===== config.mk =====
export PLATFORM = sky130hd
export DESIGN_NAME = delay_timer
export DESIGN_NICKNAME = d
export VERILOG_FILES = /design/src/rtl/delay_timer_pkg.sv /design/src/rtl/timer_channel.sv /design/src/rtl/delay_timer.sv
export SDC_FILE = /design/constraint.sdc
export NUM_CORES = 1
export LEC_CHECK = 0
export CORE_MARGIN = 2
export CORE_UTILIZATION = 51
export CTS_CLUSTER_DIAMETER = 200
export CTS_CLUSTER_SIZE = 8
export DETAILED_ROUTE_END_ITERATION = 12
export PLACE_DENSITY = 0.88
export SYNTH_ARGS = -nofsm -noshare
export SYNTH_HDL_FRONTEND = slang
export SYNTH_SLANG_ARGS = --single-unit

===== constraint.sdc =====
create_clock -name clk -period 2.75 [get_ports clk]
set_input_delay 0.55 -clock clk [delete_from_list [all_inputs] [get_ports clk]]
set_output_delay 0.55 -clock clk [all_outputs]
set_load 0.02 [all_outputs]

===== src/rtl/delay_timer_pkg.sv =====
// delay_timer_pkg: shared types and constants for the multi-channel delay timer.
//   timer_state_t  per-channel FSM state (IDLE, RUN, HOLD)
//   MODE_ONESHOT   channel returns to IDLE after one expiry
//   MODE_PERIODIC  channel reloads and keeps running after each expiry
//   presc_width()  prescaler register width for a given PRESCALE (minimum 1 bit)
package delay_timer_pkg;

  typedef enum logic [1:0] {
    IDLE = 2'd0,
    RUN  = 2'd1,
    HOLD = 2'd2
  } timer_state_t;

  localparam logic MODE_ONESHOT  = 1'b0;
  localparam logic MODE_PERIODIC = 1'b1;

  // A prescale of 1 still needs a 1-bit register so the port/compare widths stay legal.
  function automatic int unsigned presc_width(input int unsigned prescale);
    return (prescale > 1) ? $clog2(prescale) : 1;
  endfunction

endpackage


===== src/rtl/timer_channel.sv =====
// timer_channel: one countdown timer with prescaler, reload register and mode.
// Ports:
//   clk, rst        clock, asynchronous active-high reset
//   start           load 'load' into count/reload, capture 'periodic', enter RUN
//   cancel          abort to IDLE with count cleared and no pass
//   hold            level; freezes count and prescaler while running
//   periodic        mode sampled with start (0 one-shot, 1 periodic)
//   load            load value L
//   busy            registered, 1 while in RUN or HOLD
//   pass            registered single-cycle expiry pulse
//   count           remaining ticks
module timer_channel #(
  parameter int unsigned WIDTH    = 8,
  parameter int unsigned PRESCALE = 1
) (
  input  logic             clk,
  input  logic             rst,
  input  logic             start,
  input  logic             cancel,
  input  logic             hold,
  input  logic             periodic,
  input  logic [WIDTH-1:0] load,
  output logic             busy,
  output logic             pass,
  output logic [WIDTH-1:0] count
);
  import delay_timer_pkg::*;

  localparam int unsigned PW = presc_width(PRESCALE);
  localparam logic [PW-1:0] PRESC_LAST = PW'(PRESCALE - 1);

  timer_state_t   state;
  logic [PW-1:0]  presc;
  logic [WIDTH-1:0] reload;
  logic           mode;
  logic           presc_wrap_c;

  // Prescaler has reached its last step; the next advancing cycle is a tick.
  assign presc_wrap_c = (presc == PRESC_LAST);

  // Channel FSM, prescaler and counters. Priority: cancel > start > hold.
  // Leaving HOLD is itself an advancing cycle, so a hold of H cycles delays
  // expiry by exactly H cycles.
  always_ff @(posedge clk or posedge rst) begin
    if (rst) begin
      state  <= IDLE;
      busy   <= 1'b0;
      pass   <= 1'b0;
      count  <= '0;
      reload <= '0;
      mode   <= MODE_ONESHOT;
      presc  <= '0;
    end else begin
      pass <= 1'b0;
      if (cancel) begin
        state <= IDLE;
        busy  <= 1'b0;
        count <= '0;
        presc <= '0;
      end else if (start) begin
        // Retrigger discards the old count; any tick due this cycle is dropped.
        reload <= load;
        count  <= load;
        mode   <= periodic;
        presc  <= '0;
        state  <= RUN;
        busy   <= 1'b1;
      end else if (state != IDLE) begin
        if (hold) begin
          state <= HOLD;
        end else begin
          state <= RUN;
          if (presc_wrap_c) begin
            presc <= '0;
            if (count != '0) begin
              count <= count - WIDTH'(1);
            end else begin
              pass <= 1'b1;
              if (mode == MODE_PERIODIC) begin
                count <= reload;
              end else begin
                state <= IDLE;
                busy  <= 1'b0;
              end
            end
          end else begin
            presc <= presc + PW'(1);
          end
        end
      end
    end
  end

endmodule


===== src/rtl/delay_timer.sv =====
// delay_timer: CHANNELS independent programmable delay timers.
// Ports:
//   clk, rst        clock, asynchronous active-high reset
//   start[i]        load and (re)start channel i
//   cancel[i]       abort channel i without pass
//   hold[i]         freeze channel i while high
//   periodic[i]     mode for channel i, sampled with start
//   load            load values, channel i at [i*WIDTH +: WIDTH]
//   busy[i]         channel i in RUN or HOLD
//   pass[i]         one-cycle expiry pulse of channel i
//   count           remaining ticks, same packing as load
module delay_timer #(
  parameter int unsigned WIDTH    = 8,
  parameter int unsigned CHANNELS = 2,
  parameter int unsigned PRESCALE = 1
) (
  input  logic                      clk,
  input  logic                      rst,
  input  logic [CHANNELS-1:0]       start,
  input  logic [CHANNELS-1:0]       cancel,
  input  logic [CHANNELS-1:0]       hold,
  input  logic [CHANNELS-1:0]       periodic,
  input  logic [CHANNELS*WIDTH-1:0] load,
  output logic [CHANNELS-1:0]       busy,
  output logic [CHANNELS-1:0]       pass,
  output logic [CHANNELS*WIDTH-1:0] count
);
  import delay_timer_pkg::*;

  // One timer per channel; the top only slices the packed buses.
  for (genvar i = 0; i < CHANNELS; i++) begin : g_ch
    timer_channel #(
      .WIDTH    (WIDTH),
      .PRESCALE (PRESCALE)
    ) u_ch (
      .clk      (clk),
      .rst      (rst),
      .start    (start[i]),
      .cancel   (cancel[i]),
      .hold     (hold[i]),
      .periodic (periodic[i]),
      .load     (load[i*WIDTH +: WIDTH]),
      .busy     (busy[i]),
      .pass     (pass[i]),
      .count    (count[i*WIDTH +: WIDTH])
    );
  end

endmodule


==> results of run 1 <==
[where the power goes]
| group | switching, uW | total [uW] | internal [uW] | leakage [uW] |
|---|---|---|---|---|
| clock | 214 | 482 | 267 | 0.0000579 |
| sequential | 85.6 | 773 | 687 | 0.000531 |
| combinational | 236 | 448 | 212 | 0.000634 |
[state kept, by name, indices dropped and copies added, names as in the netlist]
register,count
g_ch.u_ch.mode,2
g_ch.u_ch.pass,2
g_ch.u_ch.state,4
g_ch.u_ch.count,16
g_ch.u_ch.busy,2
g_ch.u_ch.reload,16
[worst max-delay path, cell delays in order (launching register included)]
cell	delay [ns]
dfrtp_1	0.47
inv_1	0.09
ha_1	0.21
or4b_1	0.62
or2_1	0.40
a211o_1	0.30
a31oi_1	0.19
[placed cells by master (no fill, tap or decap), types with 3 or more instances in the layout]
cell and count:
nand2_1 60, clkdlybuf4s50_1 45, dfrtp_1 42, nor3_1 19, a31oi_1 12, inv_1 10
o21ai_0 10, or3_1 7, nor2_1 7, o31ai_1 6, o211ai_1 6, clkbuf_8 5
buf_4 5, or4_1 4, a21oi_1 3, xor2_1 3
[metal layers]
| layer | GRT usage | wire length, um |
|---|---|---|
| met5 | 0 | 0 |
| met4 | 0.0876 | 110 |
| met3 | 0.0519 | 382 |
| met2 | 0.388 | 2530 |
| met1 | 0.306 | 2270 |
[per-stage QoR]
| step | area, sq um | util |
|---|---|---|
| finish | 2800 | 0.684 |
| global placement | 2690 | 0.657 |
| detailed placement | 2690 | 0.657 |
| CTS | 2800 | 0.684 |
| global route | 2800 | 0.684 |
| floorplan | 2220 | - |
[kinds of logic (layout without fill, tap and decap cells)]
group	Yosys count	after routing	synth area share
simple gates	117	117	0.259
compound gates	58	58	0.185
flops	42	42	0.473
buf+inv	26	68	0.0552
xor+xnor	4	4	0.0158
fa+ha+maj	2	2	0.0113
[final cells by class]
type                    count  area, sq um
fillers                   329         1290
well taps                  50         62.6
inverters                  10         37.5
flip-flops and latches     42         1050
clock buffers               5         68.8
clock inverters             3         40.0
multi-input cells         181         1050
repair buffers             50          488
[worst paths after layout]
path / start / endpoint / slack [ns]
worst max-delay path: g_ch[0].u_ch.count[0]$_DFFE_PP0P_ / g_ch[0].u_ch.count[3]$_DFFE_PP0P_ / 0.38
worst min-delay path: g_ch[1].u_ch.reload[3]$_DFFE_PP0P_ / g_ch[1].u_ch.reload[3]$_DFFE_PP0P_ / 0.48
worst max register to register: g_ch[0].u_ch.count[0]$_DFFE_PP0P_ / g_ch[0].u_ch.count[3]$_DFFE_PP0P_ / 0.38
worst min register to register: g_ch[1].u_ch.reload[3]$_DFFE_PP0P_ / g_ch[1].u_ch.reload[3]$_DFFE_PP0P_ / 0.48
max in group asynchronous: rst / g_ch[1].u_ch.busy$_DFFE_PP0P_ / 1.71
min in group asynchronous: rst / g_ch[0].u_ch.mode$_DFFE_PP0P_ / 0.68
==> metrics, run 1 <==
clock skew 0.00233 ns; cts bufs inserted 5; RSZ-0062 raised after global routing no; count leader, synth nand2_1; Post-synth EDFFs 0; final setup fails 0; crit path max fanout 9; Synth Instances 249; final RePlAce weighted congestion 0.943; synth top area cells dfrtp_1 (47%), nand2_1 (10%), nor3_1 (4.3%); Critical Path RT 2.96 ns; fmax 422 MHz; core area 4090 sq um; DR pass1 iterations 4; mean routed wirelength per cell 15.5 um; share of cells above drive strength 1 0.0653; clock insertion delay at the later pin of the skew report 0.29 ns; yosys warns 0; via count 2027; Final Slew Violations 0; status completed; HPWL after DPL 3.72 mm; Sink Count 42; TritonCTS clock tree built; Worst Max-Slew Pin Slew 0.659 ns; Leak 0.00122 uW; nets@finish 318; Seq/Total Area, Yosys 0.473; IO Count 46; Layout Cells excl Fill 341; CTS Hold Buffers Added 0; vias per cell 5.94; Max transition margin 0.560; PnR worst setup slack 0.383 ns; post-CTS sizing 0; Die X-Extent 70.0 um; Initial Util 0.543; Reg clk slew, reported paths 0.08 ns; Syn Area/Cell 8.92 sq um; WP data arrival 2.58 ns; Remaining DRCs 0; Final ANT Viol Nets 0; FF+latch count, synth 42; post-synth cell types 48; Root Driver clkbuf_8; H-tree depth 2; grt total ovfl 0; top-area cell type share of the netlist area 0.473; CTS max path bufs 2; Setup CP Type reg2reg; initial antenna violation count 0; worst reg-to-reg path cell count 6; Syn-to-layout area delta 25.9%; ys async rst share 1.00; Min-Delay Path Depth 2; PwrDens 609 nW/um^2; Port Buf Inserts 45; post-CTS setup buffer count 0; Total GRT Usage 0.236; Routed WL 5.29 mm; worst min path class reg2reg; TNS Setup 0 ns; Die ar. 4900 sq um; Synth top cells by count nand2_1 (60), dfrtp_1 (42), nor3_1 (19), a31oi_1 (12); period utilisation layout 0.861; CP Launch Type flop; Worst setup EP type flop; first-pass GRT wire length 9.31 mm; Die Y 70.0 um; pin count of the biggest net entering global routing 43; Primary FF master, synth dfrtp_1; Syn Std Cell Area 2220 sq um; Design Power 1700 uW; Max Cap Violations 0; DR iter-0 viols 242; Syn Nets 277; ant diodes 0; Placed Cells incl. Taps 333; crit path time final 2.37 ns; maximum VDD drop 0.000367 V; post-synth top area cell dfrtp_1; Cell Rows 23; Hold WS 0.476 ns; number of global-route vias before repair 2005; pre-CTS WS 0.411 ns; Fin. Hold Viols 0
(Power assumes the default switching activity.)
==> run 2: changes to the inputs <==
--- a/config.mk
+++ b/config.mk
@@ -10,7 +10,7 @@
 export CTS_CLUSTER_DIAMETER = 200
 export CTS_CLUSTER_SIZE = 8
 export DETAILED_ROUTE_END_ITERATION = 12
-export PLACE_DENSITY = 0.88
+export PLACE_DENSITY = 0.79
 export SYNTH_ARGS = -nofsm -noshare
 export SYNTH_HDL_FRONTEND = slang
 export SYNTH_SLANG_ARGS = --single-unit
==> constraint.sdc (replaced) <==
create_clock -name clk -period 2.75 [get_ports clk]
set_input_delay 0.275 -clock clk [delete_from_list [all_inputs] [get_ports clk]]
set_output_delay 0.275 -clock clk [all_outputs]
set_load 0.02 [all_outputs]
==> metrics, run 2 (synthesized netlist as in run 1, its figures left out) <==
RR Startpoint g_ch[0].u_ch.count[0]$_DFFE_PP0P_; met2 global-route usage 0.384 (-0.00423); IO Count 46 (unchanged); Final Slew Violations 0 (unchanged); most common cell after layout, fill and taps aside nand2_1; post-CTS sizing 0 (unchanged); final setup fails 0 (unchanged); delay of the slowest cell on the worst path 0.62 ns (about the same); Die X-Extent 70.0 um (unchanged); first-pass GRT wire length 9.32 mm (+0.14%); Worst Setup SP g_ch[0].u_ch.count[0]$_DFFE_PP0P_; period utilisation layout 0.854 (-0.00689); number of global-route vias before repair 1916 (-4.4%); cts bufs inserted 5 (unchanged); largest registers g_ch.u_ch.count: 16 flops, g_ch.u_ch.reload: 16 flops, g_ch.u_ch.state: 4 flops; Final ANT Viol Nets 0 (unchanged); share of cells above drive strength 1 0.0619 (-0.00344); delay-heaviest family, CP simple AND/OR/NAND/NOR gates; vias per cell 6.06 (+1.9%); TNS Setup 0 ns (unchanged); worst reg-to-reg path cell count 6 (unchanged); status completed; crit-path cells inv_1 -> ha_1 -> or4b_1 -> or2_1 -> a211o_1 -> a31oi_1; Max transition margin 0.448 (-0.112); worst setup path end g_ch[0].u_ch.count[3]$_DFFE_PP0P_; RSZ-0062 raised after global routing no; Cell Rows 23 (unchanged); Routed WL 5.54 mm (+4.7%); TritonCTS clock tree built; Critical Path RT 2.97 ns (about the same); footprint of the multi-input gates 1050 sq um (unchanged); Max Cap Violations 0 (unchanged); worst min path class in2async; maximum VDD drop 0.000434 V (+18%); Reg clk slew, reported paths 0.08 ns (about the same); grt total ovfl 0 (unchanged); Worst R2R End g_ch[0].u_ch.count[3]$_DFFE_PP0P_; clock insertion delay at the later pin of the skew report 0.29 ns (about the same); ant diodes 0 (unchanged); grt met1 use 0.318 (+0.0112); Sink Count 42 (unchanged); Fin. Hold Viols 0 (unchanged); final RePlAce weighted congestion 0.897 (-4.8%); Worst setup EP type flop; most frequent cells in the layout nand2_1 (60), clkdlybuf4s50_1 (45), dfrtp_1 (42); H-tree depth 2 (unchanged); CP Launch Type flop; CTS max path bufs 2 (unchanged); stages on the worst setup path 6 (unchanged); Worst Max-Slew Pin Slew 0.826 ns (+0.167 ns); Die ar. 4900 sq um (unchanged); WP data arrival 2.57 ns (about the same); r2r setup slk 0.40 ns (+0.02 ns); Root Driver clkbuf_8; Leak 0.00122 uW (-0.56%); Worst Path Buf+Inv 1 (unchanged); PwrDens 614 nW/um^2 (+0.79%); pin count of the biggest net entering global routing 43 (unchanged); Syn-to-layout area delta 25.9% (about the same); Slowest-stage cell, CP or4b_1; Post-Route Utilization 0.684 (about the same); Port Buf Inserts 45 (unchanged); FILL cells 327 (-0.61%); gr busiest metal met2; clock skew 0.00302 ns (+0.000691 ns); Register Area 1050 sq um (unchanged); grt met3 use 0.0563 (+0.00433); Total GRT Usage 0.237 (+0.000919); nets@finish 318 (unchanged); DR pass1 iterations 4 (unchanged); post-CTS setup buffer count 0 (unchanged); Initial Util 0.543 (unchanged); crit path max fanout 9 (unchanged); Setup CP Type reg2reg; CTS Hold Buffers Added 0 (unchanged); mean routed wirelength per cell 16.2 um (+4.7%); fmax 426 MHz (+0.81%); Die Y 70.0 um (unchanged); DR iter-0 viols 205 (-15%); Remaining DRCs 0 (unchanged); initial antenna violation count 1 (+1); crit path time final 2.35 ns (-0.0189 ns); core area 4090 sq um (unchanged); via count 2066 (+1.9%); HPWL after DPL 3.90 mm (+4.8%)
[run 2: cell count changes in the layout (fill, tap and decap cells not counted)]
cell / delta
clkinv_2: -2
clkbuf_1: +1
clkinvlp_4: +1
[run 2: layer usage]
layer	part of all wire	up-vias
li1	-	967
met1	0.44	999
met2	0.48	86
met3	0.069	12
met4	0.014	2
met5	0.0023	-
[run 2: stage by stage]
stage / hold WS (ns) / area [sq um] / worst slack, ns / cells / total power [uW]
after global placement: 0.461 / 2690 / 0.523 / 333 / 1220
after global routing: 0.501 / 2800 / 0.290 / 341 / 1810
final: 0.411 / 2800 / 0.402 / 341 / 1720
after floorplan: 0.338 / 2220 / 0.537 / 249 / 1050
after CTS: 0.434 / 2800 / 0.442 / 341 / 1720
after detailed placement: 0.464 / 2690 / 0.453 / 333 / 1230
[run 2: area by class of cell]
type                       instances  share of cell area
clock inverter                     2              0.0134
multi-input combinational        181               0.374
timing repair buffer              50               0.174
clock buffer                       6              0.0260
tap                               50              0.0224
inverter                          10              0.0134
sequential                        42               0.376
[run 2: power by group]
part | switching (uW) | leakage, uW | internal (uW) | total, uW
logic | 239 | 0.000634 | 213 | 452
clock network | 218 | 0.0000514 | 271 | 489
registers | 87.8 | 0.000531 | 687 | 775
total | 545 | 0.00122 | 1170 | 1720
[run 2: worst min-delay path by stage]
stage,startpoint,endpoint,slack (ns),cells past startpoint
after floorplan,cancel[0],g_ch[0].u_ch.busy$_DFFE_PP0P_,0.34,1
after global placement,g_ch[1].u_ch.reload[5]$_DFFE_PP0P_,g_ch[1].u_ch.reload[5]$_DFFE_PP0P_,0.46,2
after detailed placement,g_ch[1].u_ch.reload[2]$_DFFE_PP0P_,g_ch[1].u_ch.reload[2]$_DFFE_PP0P_,0.46,2
after CTS,rst,g_ch[1].u_ch.pass$_DFF_PP0_,0.43,3
after global routing,g_ch[1].u_ch.reload[4]$_DFFE_PP0P_,g_ch[1].u_ch.reload[4]$_DFFE_PP0P_,0.50,2
final,rst,g_ch[1].u_ch.pass$_DFF_PP0_,0.41,3
[run 2: tightest hold or removal path: stages]
cell and delay (ns):
clkdlybuf4s50_1 0.40, inv_1 0.05, buf_4 0.44
==> run 3: changes to the inputs <==
--- a/config.mk
+++ b/config.mk
@@ -8,9 +8,10 @@
 export CORE_MARGIN = 2
 export CORE_UTILIZATION = 51
 export CTS_CLUSTER_DIAMETER = 200
-export CTS_CLUSTER_SIZE = 8
+export CTS_CLUSTER_SIZE = 30
 export DETAILED_ROUTE_END_ITERATION = 12
 export PLACE_DENSITY = 0.79
+export SETUP_SLACK_MARGIN = 0.02
 export SYNTH_ARGS = -nofsm -noshare
 export SYNTH_HDL_FRONTEND = slang
 export SYNTH_SLANG_ARGS = --single-unit
==> results of run 3 <==
Same layout as run 2: the final DEF is identical, and so are final timing and power.
